`config.mk`:
```
export PLATFORM = sky130hd
export DESIGN_NAME = du_flat
export DESIGN_NICKNAME = d
export VERILOG_FILES = /design/src/rtl/du_if.sv /design/src/rtl/du.sv /design/src/flat_wrapper.sv
export SDC_FILE = /design/constraint.sdc
export NUM_CORES = 1
export LEC_CHECK = 0
export BUFFER_PORTS_ARGS = -buffer_cell sky130_fd_sc_hd__buf_2
export CAP_MARGIN = 20
export CELL_PAD_IN_SITES_DETAIL_PLACEMENT = 0
export CELL_PAD_IN_SITES_GLOBAL_PLACEMENT = 1
export CORE_AREA = 2 2 202 164
export CTS_CLUSTER_SIZE = 12
export DETAILED_ROUTE_END_ITERATION = 16
export DIE_AREA = 0 0 204 166
export MAX_ROUTING_LAYER = met4
export PLACE_DENSITY_LB_ADDON = 0.12
export REMOVE_ABC_BUFFERS = 1
export SYNTH_ARGS = -nofsm -noshare
export SYNTH_HDL_FRONTEND = slang
export SYNTH_SLANG_ARGS = --single-unit
```
`constraint.sdc`:
```
create_clock -name clk -period 3.3 [get_ports clk]
set_clock_uncertainty 0.15 [all_clocks]
set_input_delay 0.33 -clock clk [delete_from_list [all_inputs] [get_ports clk]]
set_output_delay 0.33 -clock clk [all_outputs]
set_load 0.01 [all_outputs]
```
`src/rtl/du_if.sv`:
```
// du_if: request/response bundle for the iterative divide unit.
//   start  - request strobe, taken only while the divider is idle
//   a, b   - dividend and divisor
//   divctl - 00 DIV, 01 DIVU, 10 REM, 11 REMU (funct3[1:0])
//   divres - quotient or remainder, held until the next completion
//   done   - one-cycle completion pulse, divres valid in the same cycle
//   busy   - high while an iterative division is in flight
// The master modport is the requester (control FSM / bench); the slave
// modport is the divide unit itself.
interface du_if #(
   parameter int XLEN = 32
);
   logic            start;
   logic [XLEN-1:0] a;
   logic [XLEN-1:0] b;
   logic [1:0]      divctl;
   logic [XLEN-1:0] divres;
   logic            done;
   logic            busy;

   modport master (
      output start, a, b, divctl,
      input  divres, done, busy
   );

   modport slave (
      input  start, a, b, divctl,
      output divres, done, busy
   );
endinterface

```
`src/rtl/du.sv`:
```
// du: iterative radix-2 restoring divider for DIV, DIVU, REM and REMU.
// Shares the start/done handshake of the multiply unit so the control FSM
// can drive both identically.
//   clk   - clock, all state changes on the rising edge
//   rst_n - asynchronous active-low reset, aborts any division in flight
//   bus   - du_if slave modport (start, a, b, divctl in; divres, done, busy out)
// Divide-by-zero and signed overflow finish on the accepting edge; every
// other request takes 32 shift/subtract edges plus one sign-fix edge.
module du #(
   parameter int XLEN = 32
) (
   input logic clk,
   input logic rst_n,
   du_if.slave bus
);

   localparam int CW = $clog2(XLEN);

   typedef enum logic [1:0] {
      IDLE,
      BUSY,
      FIX
   } state_t;

   state_t            state;
   logic [XLEN-1:0]   rem;
   logic [XLEN-1:0]   dvd;
   logic [XLEN-1:0]   divisor;
   logic [XLEN-1:0]   divres;
   logic [CW-1:0]     count;
   logic              q_neg;
   logic              r_neg;
   logic              op_rem;
   logic              done;
   logic              busy;

   logic              is_signed;
   logic              div_zero;
   logic              overflow;
   logic [XLEN-1:0]   abs_a;
   logic [XLEN-1:0]   abs_b;
   logic [XLEN:0]     rem_sh;
   logic [XLEN:0]     trial;
   logic [XLEN-1:0]   q_fixed;
   logic [XLEN-1:0]   r_fixed;

   assign bus.divres = divres;
   assign bus.done   = done;
   assign bus.busy   = busy;

   // Request decode: the odd divctl encodings are the unsigned ops, and
   // the two special cases are recognised directly from the live operands
   // so they can complete on the same edge that accepts them.
   always_comb begin
      is_signed = ~bus.divctl[0];
      div_zero  = (bus.b == '0);
      overflow  = is_signed
                  && (bus.a == {1'b1, {(XLEN-1){1'b0}}})
                  && (bus.b == {XLEN{1'b1}});
      abs_a     = (is_signed && bus.a[XLEN-1]) ? -bus.a : bus.a;
      abs_b     = (is_signed && bus.b[XLEN-1]) ? -bus.b : bus.b;
   end

   // One restoring step. The partial remainder is always below the divisor,
   // so the shifted value fits in XLEN+1 bits and the top bit of the
   // subtraction is a reliable "went negative" flag.
   always_comb begin
      rem_sh  = {rem, dvd[XLEN-1]};
      trial   = rem_sh - {1'b0, divisor};
      q_fixed = q_neg ? -dvd : dvd;
      r_fixed = r_neg ? -rem : rem;
   end

   // Control FSM with registered outputs. dvd starts as |dividend| and is
   // shifted out from the top while quotient bits enter at the bottom, so
   // after 32 steps it holds the unsigned quotient.
   always_ff @(posedge clk or negedge rst_n) begin
      if (!rst_n) begin
         state   <= IDLE;
         rem     <= '0;
         dvd     <= '0;
         divisor <= '0;
         divres  <= '0;
         count   <= '0;
         q_neg   <= 1'b0;
         r_neg   <= 1'b0;
         op_rem  <= 1'b0;
         done    <= 1'b0;
         busy    <= 1'b0;
      end else begin
         case (state)
            IDLE: begin
               done <= 1'b0;
               if (bus.start) begin
                  op_rem <= bus.divctl[1];
                  if (div_zero) begin
                     divres <= bus.divctl[1] ? bus.a : {XLEN{1'b1}};
                     done   <= 1'b1;
                  end else if (overflow) begin
                     divres <= bus.divctl[1] ? '0 : {1'b1, {(XLEN-1){1'b0}}};
                     done   <= 1'b1;
                  end else begin
                     dvd     <= abs_a;
                     divisor <= abs_b;
                     q_neg   <= is_signed && (bus.a[XLEN-1] ^ bus.b[XLEN-1]);
                     r_neg   <= is_signed && bus.a[XLEN-1];
                     rem     <= '0;
                     count   <= '0;
                     busy    <= 1'b1;
                     state   <= BUSY;
                  end
               end
            end

            BUSY: begin
               done <= 1'b0;
               if (trial[XLEN]) begin
                  rem <= rem_sh[XLEN-1:0];
               end else begin
                  rem <= trial[XLEN-1:0];
               end
               dvd   <= {dvd[XLEN-2:0], ~trial[XLEN]};
               count <= count + 1'b1;
               if (count == {CW{1'b1}}) begin
                  state <= FIX;
               end
            end

            FIX: begin
               divres <= op_rem ? r_fixed : q_fixed;
               done   <= 1'b1;
               busy   <= 1'b0;
               state  <= IDLE;
            end

            default: begin
               state <= IDLE;
               done  <= 1'b0;
               busy  <= 1'b0;
            end
         endcase
      end
   end

endmodule

```
`src/flat_wrapper.sv`:
```
// flat-port wrapper written by rule: the top's interface ports become plain ports
module du_flat 
#(
   parameter int XLEN = 32
)
  (clk, rst_n, bus_start, bus_a, bus_b, bus_divctl, bus_divres, bus_done, bus_busy);
  du_if #(.XLEN(XLEN)) bus_i ();
  input logic clk;
  input logic rst_n;
  input wire logic [$bits(bus_i.start)-1:0] bus_start;
  input wire logic [$bits(bus_i.a)-1:0] bus_a;
  input wire logic [$bits(bus_i.b)-1:0] bus_b;
  input wire logic [$bits(bus_i.divctl)-1:0] bus_divctl;
  output wire logic [$bits(bus_i.divres)-1:0] bus_divres;
  output wire logic [$bits(bus_i.done)-1:0] bus_done;
  output wire logic [$bits(bus_i.busy)-1:0] bus_busy;
  assign bus_i.start = bus_start;
  assign bus_i.a = bus_a;
  assign bus_i.b = bus_b;
  assign bus_i.divctl = bus_divctl;
  assign bus_divres = bus_i.divres;
  assign bus_done = bus_i.done;
  assign bus_busy = bus_i.busy;
  du #(.XLEN(XLEN)) u_core (.clk(clk), .rst_n(rst_n), .bus(bus_i));
endmodule
```
* Word-level counts from Yosys, hierarchy flattened *
Cells that the tools add are included.

operators by class
  add/subtract/negate cells = 6
  equality and inequality tests = 10
  muxes and demuxes = 37
  bitwise operators = 6
  reductions and logical operators = 15

operators by type and width
  kind                    count
  $mux W32                17
  $pmux W32 S2            3
  $neg A32 Y32            4
  $eq A32 B32 Y1 const B  2
  $sub A33 B32 Y33        1
  $logic_not A32 Y1       1
  $reduce_and A4 Y1       4
  $mux W5                 3
  $pmux W5 S2             1
  $mux W2                 4
  $mux W1                 6
  $ne A2 B2 Y1 const B    3
  $add A5 B1 Y5 const B   1
  $eq A5 B5 Y1 const B    1
  $logic_and A1 B1 Y1     5
  $not A1 Y1              5
  $pmux W1 S2             2
  $pmux W2 S2             1
  $reduce_bool A2 Y1      2
  $ne A3 B1 Y1 const B    1
  $reduce_and A3 Y1       1
  $eq A2 B1 Y1 const B    1
  $eq A2 B2 Y1 const B    1
  $logic_not A2 Y1        1
  other kinds (3)         3

word-level totals
  register bits = 140
  input port bits = 69
  output and inout bits = 34
  logic and storage cells = 85

* Logic depth before layout (Yosys ltp) *
  depth in word-level cells = 7
  depth in mapped cells = 13
  depth with buffers taken out = 11

* Worst setup path before layout *
No wires, ideal clock.

  kind = reg2reg
  from = reg u_core.dvd[31]
  to = reg u_core.rem[2]
  arrival time = 2855 ps
  required time = 3046 ps
  setup slack = 191 ps
  cell stages (with the launch flop) = 13
  path buffers = 1
  cells stage by stage = dfrtp_1 > inv_1 > ha_1 > fa_1 > nor2b_1 > o31a_1 > o211ai_1 > a21o_1 > and3_1 > or3_1 > clkbuf_1 > or4_1 > o311ai_1

on the way
  word-level cells in the longest chain between the ends = 3

ends and longest elaborated chain
  element                   RTL line   text
  start: declaration        du.sv:27   logic [XLEN-1:0] dvd;
  start signal: assignment  du.sv:103  dvd <= abs_a;
  start signal: assignment  du.sv:122  dvd <= {dvd[XLEN-2:0], ~trial[XLEN]};
  $sub A33 B32 Y33          du.sv:69   trial = rem_sh - {1'b0, divisor};
  $mux W32                  du.sv:117  if (trial[XLEN]) begin
  $pmux W32 S2              du.sv:91   case (state)
  end signal: assignment    du.sv:118  rem <= rem_sh[XLEN-1:0];
  end signal: assignment    du.sv:120  rem <= trial[XLEN-1:0];
  end: declaration          du.sv:26   logic [XLEN-1:0] rem;

Every way passes these cells.
A chain may end at the register's enable or synchronous reset.

* Worst setup path after layout *
  from = reg u_core.rem[4]
  to = reg u_core.divres[31], in the netlist u_core.bus.divres[31]

on the way
  word-level cells in the longest chain between the ends = 4

ends and longest elaborated chain
  element                 RTL line   text
  $neg A32 Y32            du.sv:71   r_fixed = r_neg ? -rem : rem;
  $mux W32                du.sv:71
  $mux W32                du.sv:130  divres <= op_rem ? r_fixed : q_fixed;
  $pmux W32 S2            du.sv:91
  end signal: assignment  du.sv:97   divres <= bus.divctl[1] ? bus.a : {XLEN{1'b1}};
  end signal: assignment  du.sv:100  divres <= bus.divctl[1] ? '0 : {1'b1, {(XLEN-1){1'b0}}};
  end signal: assignment  du.sv:130
  end: declaration        du.sv:29   logic [XLEN-1:0] divres;

Every way passes these cells.

==> run summary <==
Combinational power share: 0.640
Final Max Slew Viols: 0
GR Overflow Total: 0
Status: completed
Row count: 59
Register area share after synthesis: 0.3179
R2r setup slk: 0.15 ns
Hpwl dp: 29420 µm
Internal Pwr Total: 8.060 mW
Critical path peak fanout: 6
Setup Viol. Count Final: 0
CTS tree: built
Psw: 6.723 mW
Leak Pwr: 5.771 nW
Clk pin slew, worst setup/hold paths: 0.06 ns
TritonCTS Sinks: 140
Final GP Congestion: 0.8657
Gr usage total: 0.2366
# IOs: 103
Die area: 33860 µm²
Worst-Margin Slew: 0.8730 ns
Worst setup EP type: flip-flop
CP Data Arrival Time: 3.32 ns
Max Cap Viol: 0
Root buffer cell: clkbuf_16
Global-route wire length before repair: 60410 µm
Hold Crit Class: in -> reg
Yosys Warn Count: 0
Initial core utilization: 0.3439
Distinct cells, synth: 66
Vias: 10590
Rel. slew slack: 0.4180
Ys flop type: dfrtp_1
Dpl ws: 0.01616 ns
Crit-path cells: buf_4, or4_1, nor4_4, nand3_2, or4_4, o31ai_4, xnor2_1, a221o_1
Register bit total from synthesis: 140
Vias in the first global route: 10250
Die X: 204 µm
RSZ-0062 raised after global routing: yes
Reg power frac: 0.210
Die span in y: 166 µm
DRT antenna net count: 0
First-iteration detailed-routing DRC count: 734
Worst setup path class: reg -> reg
Part of the power in the clock network: 0.150
TritonCTS Buffers: 17
Ant. Diodes: 0
Syn_area_per_cell: 8.156 µm²
CTS Buffer Depth: 2
Final period util: 0.9553
Via/cell ratio: 5.430
Layout cell share with drive strength beyond 1: 0.1877
Final WL: 38380 µm
Area Growth Syn to Fin: 22.60%
Mapped Cells: 1351
Max stage delay on crit path: 0.63 ns
NumNets Final: 1621
Crit path launch type: flip-flop
PortBufs: 102
Largest net degree at the start of global routing: 62
Initial antenna violation count: 1
Peak VDD IR: 0.4910 mV
Worst path slowest cell: or4_1
Residual DRC: 0
PnR worst setup slack: 0.1475 ns
1st-pass router iterations: 7
FMAX: 317.2 MHz
Post-Syn Area: 11020 µm²
Pwr Density: 1094 nW/µm²
Worst Path Required: 3.47 ns
Final Critical Period: 3.153 ns
CORE AREA: 32040 µm²
Clock latency on the worst-skew pair: 0.44 ns
Ys async rst share: 1.000
WL per Instance: 19.67 µm
Sw Ratio: 0.4548
Fin util: 0.4217
H-tree Lvls: 4
Fin. Hold Viols: 0
Post-synth EDFFs: 0
==> power groups by stage <==
stage	clock network (mW)	logic (mW)	registers [mW]
6_report	2.22	9.47	3.10
5_1_grt	2.33	10.5	3.19
4_1_cts	2.26	9.10	3.09
3_5_place_dp	0	9.02	3.12
3_3_place_gp	0	8.98	3.11
2_1_floorplan	0	5.63	3.10
==> registers in the layout (all words and copies together), names as in the netlist, 2 cells and up <==
register and cells:
u_core.bus.divres 32, u_core.divisor 32, u_core.dvd 32, u_core.rem 32, u_core.count 5, u_core.state 2
==> cell type report <==
class | count | area (µm²)
fill | 3334 | 18530
multi-input combinational | 1067 | 7046
sequential | 140 | 3503
timing repair buffer | 226 | 1544
tap | 427 | 534.3
clock buffer | 20 | 466.7
inverter | 60 | 225.2
clock inverter | 11 | 190.2
==> worst max-delay path, delay by kind of cell, from the launching register on <==
family	cells	cell delay [ns]
AND/OR/NAND/NOR	4	1.67
buffers and inverters	1	0.16
flip-flops	1	0.38
XOR/XNOR	1	0.09
AO/OA/AOI/OAI	2	0.58
==> per-layer routing <==
layer | share of wire | wire (µm) | GRT usage
met1 | 0.53 | 20210 | 0.3573
met2 | 0.43 | 16600 | 0.3385
met3 | 0.030 | 1166 | 0.02845
met4 | 0.010 | 399 | 0.04411
met5 | 0 | 0 | -
==> cells in the mapped netlist (24+ instances only) <==
cell | n | area [µm²]
a21oi_1 | 96 | 480.5
o31ai_1 | 37 | 277.8
xnor2_1 | 78 | 683.2
dfrtp_1 | 140 | 3503
clkbuf_1 | 63 | 236.5
nand2b_1 | 26 | 162.7
a221o_1 | 35 | 350.3
ha_1 | 39 | 488.0
nand3_1 | 28 | 140.1
nor3_1 | 40 | 200.2
nor2b_1 | 24 | 150.1
a211oi_1 | 27 | 202.7
nor2_1 | 120 | 450.4
nand2_1 | 111 | 416.7
xor2_1 | 61 | 534.3
o21ai_0 | 112 | 560.5
inv_1 | 60 | 225.2
==> through the flow <==
step	instance area, µm²	power (mW)	TNS [ns]	instances	hold WS (ns)
after floorplan	10680	8.733	-66.33	1267	-0.1156
after detailed placement	12720	12.14	0	1914	0.2192
after global routing	13510	16.05	-0.03001	1951	0.06794
final	13510	14.78	0	1951	0.06357
after global placement	12720	12.09	0	1914	0.2205
after CTS	13390	14.45	0	1946	0.04256
==> path summary, 6_finish.rpt <==
kind	startpoint	end	cells past startpoint
worst min register to register	u_core.divisor[27]	u_core.divisor[27]	2
min in group asynchronous	rst_n	u_core.rem[23]	2
worst max-delay path	u_core.rem[4]	u_core.bus.divres[31]	8
worst max register to register	u_core.rem[4]	u_core.bus.divres[31]	8
max in group asynchronous	rst_n	u_core.rem[13]	3
worst min-delay path	bus_b[31]	u_core.divisor[31]	3
==> repair_timing <==
item | in CTS | in global routing
hold endpoints to repair | 59 | 0
hold buffers | 1 | 0
endpoints found under the setup margin | 1 | 28
pin swaps | 0 | 3
setup buffers | 0 | 3
resized for setup | 1 | 14
gates cloned | 0 | 2
==> logic make-up (layout without fill, tap and decap cells) <==
family | after synthesis | count (layout) | synth area share
AO/OA/AOI/OAI | 416 | 416 | 0.2512
XOR/XNOR | 139 | 139 | 0.1105
adder cells (fa/ha/maj) | 40 | 40 | 0.04610
buffers and inverters | 144 | 317 | 0.05110
flip-flops | 140 | 140 | 0.3179
multiplexers | 23 | 23 | 0.02112
AND/OR/NAND/NOR | 449 | 449 | 0.2021
==> cells in the final DEF, fill, tap and decap left out, drive strengths merged, types with 35 or more instances in the layout <==
| cell | n |
|---|---|
| nor3 | 41 |
| a21oi | 96 |
| dfrtp | 140 |
| nand2 | 111 |
| inv | 60 |
| o31ai | 38 |
| o21ai | 114 |
| ha | 39 |
| buf | 224 |
| xor2 | 61 |
| xnor2 | 78 |
| nor2 | 120 |
| a221o | 35 |
(Power assumes the default switching activity.)
